===== config.mk =====
export PLATFORM = sky130hd
export DESIGN_NAME = subgraph_feature_handler
export DESIGN_NICKNAME = d
export VERILOG_FILES = /design/src/rtl/subgraph_feature_handler.sv
export SDC_FILE = /design/constraint.sdc
export NUM_CORES = 1
export LEC_CHECK = 0
export CORE_MARGIN = 3
export CORE_UTILIZATION = 44
export DETAILED_ROUTE_END_ITERATION = 10
export PLACE_DENSITY_LB_ADDON = 0.2
export SLEW_MARGIN = 20
export SYNTH_ARGS = -nofsm -noshare
export SYNTH_HDL_FRONTEND = slang
export SYNTH_SLANG_ARGS = --single-unit

===== constraint.sdc =====
create_clock -name clk -period 2.79 [get_ports clk]
set_input_delay 0.837 -clock clk [delete_from_list [all_inputs] [get_ports clk]]
set_output_delay 0.837 -clock clk [all_outputs]
set_load 0.1 [all_outputs]

===== src/rtl/subgraph_feature_handler.sv =====
// Walks the subgraph-index BRAM, re-encodes each node's output features as sparse {value, column} H words.
// Optional saturating quantisation is enabled by defining SUBGRAPH_HANDLER_SAT_EN.
module subgraph_feature_handler #(
    parameter int DATA_WIDTH         = 8,
    parameter int NEW_FEATURE_WIDTH  = 32,
    parameter int NUM_FEATURE_IN     = 1433,
    parameter int NUM_FEATURE_OUT    = 16,
    parameter int TOTAL_NODES        = 13264,
    parameter int NUM_SUBGRAPHS      = 2708,
    parameter int H_NUM_SPARSE_DATA  = 242101,
    localparam int COL_IDX_WIDTH      = $clog2(NUM_FEATURE_IN),
    localparam int SUBGRAPH_IDX_WIDTH = $clog2(TOTAL_NODES) + 2,
    localparam int H_DATA_WIDTH       = DATA_WIDTH + COL_IDX_WIDTH,
    localparam int IDX_AW             = $clog2(TOTAL_NODES),
    localparam int FEAT_AW            = $clog2(NUM_SUBGRAPHS * NUM_FEATURE_OUT),
    localparam int H_AW               = $clog2(H_NUM_SPARSE_DATA)
) (
    input  logic                          clk,
    input  logic                          rst,
    input  logic                          subgraph_vld_i,
    output logic                          subgraph_rdy_o,
    output logic                          gat_ready,
    output logic [IDX_AW-1:0]             subgraph_bram_addrb,
    input  logic [SUBGRAPH_IDX_WIDTH-1:0] subgraph_bram_dout,
    output logic [FEAT_AW-1:0]            feat_bram_addrb,
    input  logic [NEW_FEATURE_WIDTH-1:0]  feat_bram_dout,
    output logic [H_AW-1:0]               h_data_bram_addra,
    output logic [H_DATA_WIDTH-1:0]       h_data_bram_din,
    output logic                          h_data_bram_ena,
    output logic                          h_data_bram_wea
);

    localparam int NODE_W  = SUBGRAPH_IDX_WIDTH - 2;
    localparam int ENTRY_W = $clog2(TOTAL_NODES + 1);
    localparam int WR_W    = $clog2(H_NUM_SPARSE_DATA + 1);
    localparam int CNT_W   = $clog2(NUM_SUBGRAPHS + 1);
    localparam int K_W     = (NUM_FEATURE_OUT > 1) ? $clog2(NUM_FEATURE_OUT) : 1;

    localparam logic [ENTRY_W-1:0] ENTRY_END = ENTRY_W'(TOTAL_NODES);
    localparam logic [WR_W-1:0]    H_FULL    = WR_W'(H_NUM_SPARSE_DATA);
    localparam logic [CNT_W-1:0]   CNT_MAX   = CNT_W'(NUM_SUBGRAPHS);
    localparam logic [NODE_W-1:0]  NODE_LIM  = NODE_W'(NUM_SUBGRAPHS);
    localparam logic [K_W-1:0]     K_LAST    = K_W'(NUM_FEATURE_OUT - 1);

    typedef enum logic [2:0] {
        IDLE  = 3'd0,
        IDX   = 3'd1,
        DEC   = 3'd2,
        FEAT  = 3'd3,
        DRAIN = 3'd4,
        DONE  = 3'd5
    } state_t;

    state_t               state_q;
    logic [ENTRY_W-1:0]   entry_ptr_q;
    logic [WR_W-1:0]      wr_ptr_q;
    logic [CNT_W-1:0]     cnt_q;
    logic                 prev_end_q;
    logic [K_W-1:0]       k_q;
    logic [FEAT_AW-1:0]   feat_addr_q;
    logic                 wr_stage_q;
    logic [K_W-1:0]       wr_k_q;
    logic                 rdy_q;
    logic                 gat_q;

    logic                 ent_start;
    logic                 ent_end;
    logic [NODE_W-1:0]    ent_node;
    logic                 ent_term;
    logic                 h_wr_en;
    logic [DATA_WIDTH-1:0] q_val;

    assign ent_start = subgraph_bram_dout[SUBGRAPH_IDX_WIDTH-1];
    assign ent_end   = subgraph_bram_dout[0];
    assign ent_node  = subgraph_bram_dout[SUBGRAPH_IDX_WIDTH-2:1];

    // A zero-start entry right after a subgraph boundary marks the end of the index list.
    assign ent_term = (((entry_ptr_q == '0) || prev_end_q) && !ent_start)
                   || (cnt_q == CNT_MAX)
                   || (entry_ptr_q == ENTRY_END);

`ifdef SUBGRAPH_HANDLER_SAT_EN
    localparam logic signed [NEW_FEATURE_WIDTH-1:0] Q_MAX = NEW_FEATURE_WIDTH'(2**(DATA_WIDTH-1) - 1);
    localparam logic signed [NEW_FEATURE_WIDTH-1:0] Q_MIN = ~Q_MAX;

    always_comb begin
        q_val = feat_bram_dout[DATA_WIDTH-1:0];
        if ($signed(feat_bram_dout) > Q_MAX) begin
            q_val = Q_MAX[DATA_WIDTH-1:0];
        end else if ($signed(feat_bram_dout) < Q_MIN) begin
            q_val = Q_MIN[DATA_WIDTH-1:0];
        end
    end
`else
    assign q_val = feat_bram_dout[DATA_WIDTH-1:0];
`endif

    // The feature word arrives one cycle after its address, so the write is formed from live BRAM data.
    assign h_wr_en = wr_stage_q && (feat_bram_dout != '0) && (wr_ptr_q != H_FULL);

    assign h_data_bram_ena     = h_wr_en;
    assign h_data_bram_wea     = h_wr_en;
    assign h_data_bram_addra   = wr_ptr_q[H_AW-1:0];
    assign h_data_bram_din     = h_wr_en ? {q_val, COL_IDX_WIDTH'(wr_k_q)} : '0;
    assign subgraph_bram_addrb = entry_ptr_q[IDX_AW-1:0];
    assign feat_bram_addrb     = feat_addr_q;
    assign subgraph_rdy_o      = rdy_q;
    assign gat_ready           = gat_q;

    // Start handshake: a request is accepted on a rising edge where subgraph_vld_i and
    // subgraph_rdy_o are both high; vld is a level and must drop after gat_ready to rearm.
    always_ff @(posedge clk) begin
        if (rst) begin
            state_q     <= IDLE;
            entry_ptr_q <= '0;
            wr_ptr_q    <= '0;
            cnt_q       <= '0;
            prev_end_q  <= 1'b0;
            k_q         <= '0;
            feat_addr_q <= '0;
            wr_stage_q  <= 1'b0;
            wr_k_q      <= '0;
            rdy_q       <= 1'b1;
            gat_q       <= 1'b0;
        end else begin
            wr_stage_q <= 1'b0;
            if (h_wr_en) begin
                wr_ptr_q <= wr_ptr_q + 1'b1;
            end
            case (state_q)
                IDLE: begin
                    if (subgraph_vld_i) begin
                        entry_ptr_q <= '0;
                        wr_ptr_q    <= '0;
                        cnt_q       <= '0;
                        prev_end_q  <= 1'b0;
                        rdy_q       <= 1'b0;
                        state_q     <= IDX;
                    end
                end
                IDX: begin
                    state_q <= DEC;
                end
                DEC: begin
                    if (ent_term) begin
                        gat_q   <= 1'b1;
                        state_q <= DONE;
                    end else begin
                        prev_end_q <= ent_end;
                        if (ent_end) begin
                            cnt_q <= cnt_q + 1'b1;
                        end
                        if (ent_node >= NODE_LIM) begin
                            entry_ptr_q <= entry_ptr_q + 1'b1;
                            state_q     <= IDX;
                        end else begin
                            k_q         <= '0;
                            feat_addr_q <= FEAT_AW'(ent_node) * FEAT_AW'(NUM_FEATURE_OUT);
                            state_q     <= FEAT;
                        end
                    end
                end
                FEAT: begin
                    wr_stage_q <= 1'b1;
                    wr_k_q     <= k_q;
                    if (k_q == K_LAST) begin
                        state_q <= DRAIN;
                    end else begin
                        k_q         <= k_q + 1'b1;
                        feat_addr_q <= feat_addr_q + 1'b1;
                    end
                end
                DRAIN: begin
                    entry_ptr_q <= entry_ptr_q + 1'b1;
                    state_q     <= IDX;
                end
                DONE: begin
                    if (!subgraph_vld_i) begin
                        gat_q   <= 1'b0;
                        rdy_q   <= 1'b1;
                        state_q <= IDLE;
                    end
                end
                default: begin
                    state_q <= IDLE;
                end
            endcase
        end
    end

endmodule


==> results.ini <==
[sta]
fin_crit_sh=1.11
rsz0062_at_grt=true
finClkSkew_ns=0.0148
max_freq_ghz=0.324
max_slew_margin=0.577
setup_slack_ns=-0.294
finalCriticalPeriod_ns=3.08
hold_viol=0
finalSetupViolations=14
tightest_slew_ns=0.633
finalMaxSlewViolations=0

[global_routing]
first_global_vias=4562
grt_usage=0.226
grt_max_degree=42
met2_usage=0.388
grt_antenna_before_repair=0
met3_usage=0.0376
busiest_layer=met2
met1_usage=0.291
overflow=0
grt_pass1_wl_um=21400

[power]
p_leak_nw=2.38
p_per_area_nw_per_um2=390
vdd_drop_max_mv=0.259

[critical_path]
crit_start=feat_bram_dout[31]
rrSetupSlack_ns=0.36
reg2reg_depth=8
cp.depth=8
arrival_ns=2.25
rr_startpoint=state_q[1]
cp_top_family=buffers and inverters
setup.worst_path.end_class=primary output
cp_slowest_cell=o21a_2
max_stage_delay_ns=0.29
r2r_end=subgraph_bram_addrb[7]
critPathBufInv=4
worstPathCellList=clkdlybuf4s15_1, nor4_2, nand4_1, o21a_2, buf_6, nand2_4, clkinvlp_4, buf_12
critical_path_class=input port to primary output
endpoint=h_data_bram_wea
cp.required_ns=1.95
path_max_fanout=4
cp-start-kind=input port

[place]
gp_congestion=0.858
detailed_place_hpwl_um=9350
placedCellCount=832
port_buffers=114

[logic_synthesis]
synth_top_area_share=0.341
syn_area_um2=4400
yosysUniqueCellTypes=67
ys.flop_type=dfxtp_1
ys_ff_latch=75
synth.avg_cell_area_um2=7.65
synth_edf_count=0
yosys_warnings=0
ys_async_sr_fraction=0
synthCells=575
synth.area.top_cells=dfxtp_1, a21oi_1, nand2_1
synth_area_leader_cell=dfxtp_1
synth.yosys.seq_area_share=0.341

[route]
first_iter_violations=237
wirelength_um=13000
vias_per_cell=5.71
ant_nets=0
dr.pass1.iters=5
drc=0
num_vias=4881
routedWlPerCell_um=15.2

[finish]
final_cell_count_no_fill=855
syn2layout_area_growth_pct=42.4
antennaDiodeCount=0
nets=780
drive_above_1_share=0.310
final_util=0.662

[floorplan]
start_util=0.465
ioPinCount=122
die_y_um=106
die_w_um=106
std_cell_rows=35
dieArea_um2=11200
core_area_um2=9460

[cts]
worstSkewPairLatency_ns=0.35
cts-root-buf=clkbuf_8
clkTransAtPathRegs_ns=0.09
holdBufCountCts=0
clkSinkCount=75
h-tree-depth=3
cts_inserted_buffers=9
tritoncts=built
cts.path.max_buffers=2

[hold_path]
hold_start=wr_k_q[1]
min_path_type=register to register

[flow_run]
drv_cap=0

[outcome]
status=finished, violations left
violations=setup timing

-- metal layers --
metal | share of wire | vias up
met5 | 0 | -
met4 | 0.013 | 0
met3 | 0.065 | 17
met2 | 0.49 | 196
met1 | 0.43 | 2271
li1 | - | 2397
-- placed cells by master, fill, tap and decap left out, types with 5 or more instances in the layout --
master	instances
nor4_1	8
clkbuf_2	18
a21oi_1	57
or4_1	13
nor3_1	13
nand4_1	15
clkbuf_8	10
or3_1	7
ha_1	7
and3_4	11
nor4_2	8
conb_1	7
clkdlybuf4s15_1	9
dfxtp_1	57
inv_1	14
buf_4	96
clkdlybuf4s50_1	17
o31ai_1	5
dfxtp_2	14
nand2_1	63
nor2_1	57
xnor2_1	7
buf_12	15
a31oi_1	7
buf_6	6
nand3_1	28
nand2b_1	8
and3_1	13
a21oi_2	6
o21ai_0	27
-- worst reg2reg max path, cell delays in order, from the launching register on --
cell,delay [ns]
dfxtp_1,0.56
or3b_1,0.42
or3_4,0.34
o31a_4,0.31
buf_4,0.16
o21ai_4,0.05
buf_4,0.23
a21oi_1,0.08
o31ai_1,0.20
-- power breakdown --
| part | internal (W) | switching, W | total (W) | leakage, nW |
|---|---|---|---|---|
| logic | 0.000176 | 0.000338 | 0.000513 | 1.67 |
| registers | 0.00108 | 0.0000247 | 0.00111 | 0.616 |
| clock network | 0.000405 | 0.000419 | 0.000824 | 0.0939 |
| total | 0.00166 | 0.000781 | 0.00244 | 2.38 |
-- Yosys cell counts, types with 7 or more instances --
library cell,count
nand2b_1,8
o21ai_0,27
xnor2_1,7
inv_1,16
clkbuf_1,20
or4_1,16
nand4_1,15
nor4_1,16
a21oi_1,57
nor3_1,13
or3_1,7
ha_1,8
nand3_1,28
a31oi_1,7
and3_1,25
dfxtp_1,75
buf_4,10
nor2_1,57
nand2_1,64
-- sequential cells by signal, summed over array words and instances, names as in the netlist --
register	count
k_q	4
wr_stage_q	1
feat_bram_addrb	16
prev_end_q	1
h_data_bram_addra	18
cnt_q	12
gat_ready	1
subgraph_bram_addrb	14
subgraph_rdy_o	1
state_q	3
wr_k_q	4
-- what timing repair did --
| item | 4_1_cts | 5_1_grt |
|---|---|---|
| gates resized for setup | 70 | 33 |
| endpoints found under the setup margin | 15 | 15 |
| pin swaps | 17 | 15 |
| gates cloned | 1 | 1 |
| buffers inserted | 4 | 1 |
-- worst min-delay path by stage --
stage | endpoint | slack (ns) | cells after the start
2_1_floorplan | wr_k_q[0] | 0.43 | 2
3_3_place_gp | wr_k_q[1] | 0.44 | 2
3_5_place_dp | wr_k_q[1] | 0.45 | 2
4_1_cts | wr_k_q[1] | 0.46 | 2
5_1_grt | wr_k_q[0] | 0.49 | 2
6_report | wr_k_q[1] | 0.46 | 2
-- stage by stage --
stage / hold slack [ns] / setup slack [ns] / total power (W) / setup TNS, ns / area, µm²
detailed placement: 0.448 / -0.607 / 0.00164 / -10.84 / 5990
finish: 0.457 / -0.294 / 0.00244 / -3.32 / 6260
global placement: 0.444 / -0.600 / 0.00163 / -9.80 / 5990
floorplan: 0.432 / -0.580 / 0.00148 / -1.77 / 4560
CTS: 0.460 / -0.349 / 0.00245 / -4.16 / 6280
global route: 0.490 / -0.393 / 0.00255 / -4.65 / 6260
-- final cells by class --
type	count	area, µm²
Inverter	16	66.3
Fill cell	796	3200
Timing Repair Buffer	167	1480
Sequential cell	75	1530
Clock inverter	4	32.5
Multi-Input combinational cell	452	2820
Tap cell	129	161
Clock buffer	12	166
-- cells by family after synthesis --
logic type,count (synthesis),synth area share
simple gates,278,0.334
compound gates,144,0.210
flops,75,0.341
buf+inv,55,0.0629
xor+xnor,11,0.0219
fa+ha+maj,8,0.0228
mux,3,0.00683
other cells,1,0.000853
Power figures use the tool's default switching activity.
